**config.mk**
```make
export PLATFORM = sky130hd
export DESIGN_NAME = uart_rx_framed
export DESIGN_NICKNAME = d
export VERILOG_FILES = /design/src/rtl/uart_pkg.sv /design/src/rtl/sync_2ff.sv /design/src/rtl/uart_rx_framed.sv
export SDC_FILE = /design/constraint.sdc
export NUM_CORES = 1
export LEC_CHECK = 0
export ABC_CLOCK_PERIOD_IN_PS = 2400
export CAP_MARGIN = 25
export CORE_ASPECT_RATIO = 1.75
export CORE_MARGIN = 2
export CORE_UTILIZATION = 56
export DETAILED_ROUTE_END_ITERATION = 10
export GPL_ROUTABILITY_DRIVEN = 0
export PLACE_DENSITY_LB_ADDON = 0.08
export SLEW_MARGIN = 30
export SYNTH_ARGS = -nofsm -noshare
export SYNTH_HDL_FRONTEND = slang
export SYNTH_HIERARCHICAL = 1
export SYNTH_SLANG_ARGS = --single-unit
```
**constraint.sdc**
```tcl
create_clock -name clk -period 2.4 [get_ports clk]
set_input_delay 0.48 -clock clk [delete_from_list [all_inputs] [get_ports clk]]
set_output_delay 0.48 -clock clk [all_outputs]
set_load 0.01 [all_outputs]
```
**src/rtl/uart_pkg.sv**
```systemverilog
// uart_pkg: shared state type and default sizing for the UART receiver.
package uart_pkg;
  typedef enum logic [2:0] {IDLE, START, DATA, PARITY, STOP, BREAK} rx_state_t;
  localparam int DEF_OVERSAMPLE = 16;
  localparam int DEF_DATA_WIDTH = 8;
endpackage

```
**src/rtl/sync_2ff.sv**
```systemverilog
// sync_2ff: two-flop synchroniser for asynchronous inputs, reset to RST_VAL.
module sync_2ff #(
  parameter logic RST_VAL = 1'b0
) (
  input  logic clk,
  input  logic arst_n,
  input  logic d,
  output logic q
);
  logic m;
  always_ff @(posedge clk or negedge arst_n)
    if (!arst_n) {q, m} <= {RST_VAL, RST_VAL};
    else {q, m} <= {m, d};
endmodule

```
**src/rtl/uart_rx_framed.sv**
```systemverilog
// uart_rx_framed: oversampled UART receiver with parity/stop checking,
// start-glitch rejection, break handling and a valid/ready output register.
module uart_rx_framed
  import uart_pkg::*;
#(
  parameter int DATA_WIDTH = DEF_DATA_WIDTH,
  parameter int OVERSAMPLE = DEF_OVERSAMPLE,
  parameter int PARITY_EN  = 0,
  parameter int PARITY_ODD = 0,
  parameter int STOP_BITS  = 1
) (
  input  logic                  clk,
  input  logic                  arst_n,
  input  logic                  tick,
  input  logic                  rx,
  output logic [DATA_WIDTH-1:0] data_out,
  output logic                  data_valid,
  input  logic                  data_ready,
  output logic                  parity_err,
  output logic                  frame_err,
  output logic                  overrun_err,
  output logic                  busy
);
  localparam int CW = $clog2(OVERSAMPLE);
  localparam int BW = $clog2(DATA_WIDTH + 1);
  localparam logic [CW-1:0] C_END = CW'(OVERSAMPLE - 1);
  localparam logic [CW-1:0] C_MID = CW'(OVERSAMPLE / 2 - 1);
  localparam logic [BW-1:0] B_END = BW'(DATA_WIDTH - 1);
  localparam logic [BW-1:0] S_END = BW'(STOP_BITS - 1);
  rx_state_t             state;
  logic [CW-1:0]         cnt;
  logic [BW-1:0]         bcnt;
  logic [DATA_WIDTH-1:0] sh;
  logic                  s, pe, fe, samp, done, fe_n, load;
  sync_2ff #(.RST_VAL(1'b1)) u_sync (.clk(clk), .arst_n(arst_n), .d(rx), .q(s));
  assign samp = tick && cnt == C_END;
  assign done = state == STOP && samp && bcnt == S_END;
  assign fe_n = fe | ~s;
  assign load = !data_valid || data_ready;
  assign busy = state != IDLE;
  always_ff @(posedge clk or negedge arst_n) begin
    if (!arst_n) begin
      state       <= IDLE;
      cnt         <= '0;
      bcnt        <= '0;
      sh          <= '0;
      pe          <= 1'b0;
      fe          <= 1'b0;
      data_out    <= '0;
      data_valid  <= 1'b0;
      parity_err  <= 1'b0;
      frame_err   <= 1'b0;
      overrun_err <= 1'b0;
    end else begin
      overrun_err <= done && !load;
      if (done && load) begin
        data_out   <= sh;
        parity_err <= pe;
        frame_err  <= fe_n;
        data_valid <= 1'b1;
      end else if (data_ready) data_valid <= 1'b0;
      // every tick advances cnt unless a state below restarts it
      if (tick) begin
        cnt <= cnt + 1'b1;
        case (state)
          IDLE: begin
            cnt <= '0;
            if (!s) begin
              state <= START;
              pe    <= 1'b0;
              fe    <= 1'b0;
            end
          end
          START: if (cnt == C_MID) begin
            cnt   <= '0;
            state <= s ? IDLE : DATA;
          end
          DATA: if (samp) begin
            cnt  <= '0;
            sh   <= {s, sh[DATA_WIDTH-1:1]};
            bcnt <= bcnt == B_END ? '0 : bcnt + 1'b1;
            if (bcnt == B_END) state <= PARITY_EN != 0 ? PARITY : STOP;
          end
          PARITY: if (samp) begin
            cnt   <= '0;
            pe    <= (^sh ^ s) != 1'(PARITY_ODD);
            state <= STOP;
          end
          STOP: if (samp) begin
            cnt  <= '0;
            fe   <= fe_n;
            bcnt <= done ? '0 : bcnt + 1'b1;
            if (done) state <= s ? IDLE : BREAK;
          end
          BREAK: begin
            cnt <= '0;
            if (s) state <= IDLE;
          end
          default: state <= IDLE;
        endcase
      end
    end
  end
endmodule
```
=== Word-level counts from Yosys, hierarchy flattened ===
Index checks and enable logic that the tools add are counted.

* Register bits after elaboration: 35
* Bits of input ports: 5
* Output and inout port bits: 13
* Logic and storage cells: 83

* $add $sub $neg: 2
* Eq/ne operators: 16
* Multiplexer cells: 26
* Bitwise logic cells: 3
* Reduce and logical (&&, ||, !) cells: 23

{| class="wikitable"
|+ Operators by type and width
! cell !! count
|-
| $mux 3 || 9
|-
| $mux 4 || 6
|-
| $pmux 3 s6 || 1
|-
| $ne 2x2->1 const B || 7
|-
| $pmux 4 s3 || 1
|-
| $reduce_and 4->1 || 3
|-
| $reduce_and 9->1 || 1
|-
| $add 4x1->4 const B || 2
|-
| $eq 4x3->1 const B || 2
|-
| $pmux 4 s2 || 1
|-
| $reduce_bool 2->1 || 4
|-
| $reduce_xor 8->1 || 1
|-
| $eq 3x2->1 const B || 2
|-
| $eq 3x3->1 const B || 2
|-
| $logic_and 1x1->1 || 5
|-
| $mux 1 || 5
|-
| $eq 4x4->1 const B || 1
|-
| $logic_not 4->1 || 1
|-
| $pmux 1 s2 || 2
|-
| $eq 3x1->1 const B || 1
|-
| $logic_not 3->1 || 1
|-
| $reduce_and 3->1 || 1
|-
| $reduce_bool 3->1 || 1
|-
| $reduce_or 3->1 || 1
|-
| 8 further kinds || 9
|}

=== Longest topological paths before layout ===
* Depth after elaboration: 7
* Mapped depth: 8
* Depth with buffers taken out: 7

=== Hierarchy ===
Netlist, hierarchy kept.

{| class="wikitable"
|+ By module, submodules not included
! module !! instances !! cells an instance !! area each (µm²) !! seq. area each (µm²)
|-
| uart_rx_framed || 1 || 151 || 1726.7 || 825.8
|-
| sync_2ff || 1 || 2 || 52.6 || 52.6
|}

=== Worst setup path before layout ===
No wires, ideal clock.

* Path kind: register -> register
* From: register cnt[0]
* To: register state[1]
* Setup time: 0.128 ns
* Data arrival time: 1.635 ns
* Required time: 2.272 ns
* Path slack: 0.638 ns
* Stages on the path, launching flop included: 7
* Buffers on the path: 0
* Clock period less this slack: 1.762 ns
* Cell sequence: dfrtp_1 > ha_1 > nand4_2 > a31oi_1 > o211ai_2 > a21oi_2 > mux2_1

* Longest elaborated chain between the ends: 6
* Elaborated cells between the ends (all ways): 11
* Classes of those cells: eq/ne: 7; reduce/logical: 4

{| class="wikitable"
|+ RTL lines
! item !! RTL line !! source
|-
| start: declaration || uart_rx_framed.sv:31 || <nowiki>logic [CW-1:0] cnt;</nowiki>
|-
| start signal: assignment || uart_rx_framed.sv:64 || <nowiki>cnt <= cnt + 1'b1;</nowiki>
|-
| $eq 4x4->1 || uart_rx_framed.sv:36 || <nowiki>assign samp = tick && cnt == C_END;</nowiki>
|-
| $logic_and 1x1->1 || uart_rx_framed.sv:36 ||
|-
| $logic_and 1x1->1 (2 in a row) || uart_rx_framed.sv:37 || <nowiki>assign done = state == STOP && samp && bcnt == S_END;</nowiki>
|-
| $ne 2x2->1 (no line) || - ||
|-
| $reduce_and 9->1 (no line) (*) || - ||
|-
| end signal: assignment || uart_rx_framed.sv:76 || <nowiki>state <= s ? IDLE : DATA;</nowiki>
|-
| end signal: assignment || uart_rx_framed.sv:82 || <nowiki>if (bcnt == B_END) state <= PARITY_EN != 0 ? PARITY : STOP;</nowiki>
|-
| end signal: assignment || uart_rx_framed.sv:93 || <nowiki>if (done) state <= s ? IDLE : BREAK;</nowiki>
|-
| end: declaration || uart_rx_framed.sv:30 || <nowiki>rx_state_t state;</nowiki>
|}

Mark *: on every way between the ends. The rest lies on a longest branch, timed or not.
A chain may end at the register's enable or synchronous reset.

=== Worst setup path in the final report ===
* From: register state[1]
* To: output port busy

* Longest elaborated chain between the ends: 1

{| class="wikitable"
|+ RTL lines
! item !! RTL line !! source
|-
| $reduce_bool 3->1 || uart_rx_framed.sv:40 || <nowiki>assign busy = state != IDLE;</nowiki>
|-
| end: declaration || uart_rx_framed.sv:22 || <nowiki>output logic busy</nowiki>
|}

No other way between the ends.

==> metrics.txt <==
outcome completed; syn nets 161; vias per inst 5.53; Synth top area share 0.464; Fin. Hold Viols 0; core area 3070 um^2; register area share after synthesis 0.494; Critical Path End Type output port; CTS tree built; Setup crit start kind flip-flop; final wirelength 3280 um; final number of max-transition violations 0; Async SR Flop Fraction 1.00; largest net degree at the start of global routing 36; GRT busiest layer met2; Post-CTS Setup Bufs 0; critical path arrival 1.71 ns; critical setup path kind reg -> out; global-route wire length before repair 5660 um; antenna violations before repair 0; post-CTS sizing 0; CP top delay family flip-flops; Pwr Density 786 nW/um^2; DR vias 1217; # placed instances 212; peak supply drop 0.000645 V; starting DRC count in detailed routing 19; final worst path period share 0.912; Remaining Overflow, GRT 0; GRT met3 Usage 0.0506; WHS Path Cells 0; H-tree depth 2; WL/cell 14.9 um; FF-to-FF path depth 6; Initial Util 0.579; Clock transition at path regs 0.07 ns; area grow syn2layout 18.3%; RSZ-0062 raised after global routing false; Setup TNS 0 ns; CP required 1.92 ns; Max transition margin 0.698; multi-input logic area 842 um^2; CTS Buf Count 5; I/O pin total 18; Top FF cell, synth dfrtp_1; met2 Usage GRT 0.376; unique cell type count in the Yosys netlist 46; CP max-delay cell dfrtp_1; Max-Cap Viols 0; Crit path buffers/inverters 1; hold_buf cts 0; fill count 240; CP max stage delay 0.52 ns; Clk Latency, worst-skew pair 0.28 ns; Min Hold Slack 0.360 ns; Root Driver clkbuf_8; Die ar. 3660 um^2; Worst path depth 2; fmax 0.457 GHz; Period minus WS final 2.19 ns; Worst-Margin Slew 0.452 ns; post-layout util 0.685; number of synthesized flops with an enable pin 0; worst hold path type reg -> reg; I/O Buffers 17; largest fanout on the critical path 14; synth cell count leaders 33 x dfrtp_1, 14 x nand2_1, 9 x mux2_2, 9 x xnor2_1; syn_area_per_cell 11.6 um^2; Synth Warn # 6; met1 Resource Use GR 0.243; vias in the first global route 1249; Final setup viols 0; cells after synthesis 153; # diodes 0; flop2flop setup slack 0.37 ns; Finished Layout Cells 220; Cell Area, Synth 1780 um^2; clock tree buffer depth 2; Antenna Violating Nets Remaining 0; Reg area 878 um^2; Die Height 78.6 um; Worst Skew 0.00974 ns; top-count cell post-synth dfrtp_1; cells along the critical path or3_1 -> clkdlybuf4s50_1; Final #Nets 184; Synth area leader dfrtp_1; clk sinks 35; number of synthesized register bits 35; main area contributors after synthesis dfrtp_1 46%, mux2_4 6.8%, mux2_2 5.7%; router iterations before antenna repair 4; layout cells sized above 1 0.232; P_leak 0.977 nW; die width 46.6 um; DRC viols 0; # rows 27; hpwl dp 2390 um; GRT Overall Usage 0.214
[flip-flops by register name, summed over array words and instances (netlist names)]
| register | flops |
|---|---|
| bcnt | 4 |
| cnt | 4 |
| data_out | 8 |
| data_valid | 1 |
| fe | 1 |
| frame_err | 1 |
| overrun_err | 1 |
| parity_err | 1 |
| pe | 1 |
| sh | 8 |
| state | 3 |
| u_sync/m | 1 |
| u_sync/q | 1 |
[final cells by class]
type	count	share of cell area
flip-flops and latches	35	0.417
multi-input cells	106	0.400
well taps	43	0.0256
clock buffers	8	0.0476
inverters	6	0.0107
repair buffers	22	0.0987
[layout by cell type, fill, tap and decap left out, types with 2 or more instances in the layout]
cell type	count
o211ai_1	2
mux2_2	9
o21ai_0	8
xor2_1	2
nor2_1	5
nor2b_1	2
nand2b_1	6
a21oi_1	3
a31oi_1	2
clkdlybuf4s50_1	17
o22ai_1	2
dfstp_2	2
xnor2_1	9
dfrtp_1	33
clkbuf_8	7
nor3_1	2
ha_1	3
nand3_1	2
o211ai_2	2
inv_1	6
mux2_4	8
nand3b_1	3
buf_4	5
nand2_1	14
nor4_1	2
[report_power, final]
| part | switching, mW | internal [mW] |
|---|---|---|
| Combinational | 0.245 | 0.197 |
| Sequential | 0.0956 | 0.648 |
| Clock | 0.207 | 0.262 |
| Total | 0.547 | 1.11 |
[per-layer routing]
metal  wire (um)  up-vias
li1            -      586
met1        1230      606
met2        1910       18
met3          95        7
met4          51        0
met5           0        -
[worst paths after layout]
kind / startpoint / end
min: u_sync/m / u_sync/q
min reg2reg: u_sync/m / u_sync/q
max: state[1] / busy
max reg2reg: bcnt[0] / data_out[7]
min in group asynchronous: arst_n / cnt[0]
max in group asynchronous: arst_n / u_sync/m
[logic make-up (layout without fill, tap and decap cells)]
kind of cell,count (synthesis),after routing,share of synthesized area
muxes,19,19,0.136
buffers and inverters,12,36,0.0331
AOI/OAI and AO/OA,26,26,0.102
and+or+nand+nor,47,47,0.160
adders and majority gates,3,3,0.0211
DFF,35,35,0.494
xor gates and xnor gates,11,11,0.0542
[stage by stage]
| step | area (um^2) | worst slack (ns) | power, mW |
|---|---|---|---|
| after detailed placement | 2000 | 0.127 | 1.20 |
| after floorplan | 1780 | 0.638 | 1.09 |
| after global placement | 2000 | 0.153 | 1.18 |
| after global routing | 2100 | 0.107 | 1.77 |
| final | 2100 | 0.211 | 1.65 |
| after CTS | 2100 | 0.201 | 1.67 |
No activity file was read; power rests on OpenSTA's default activity.
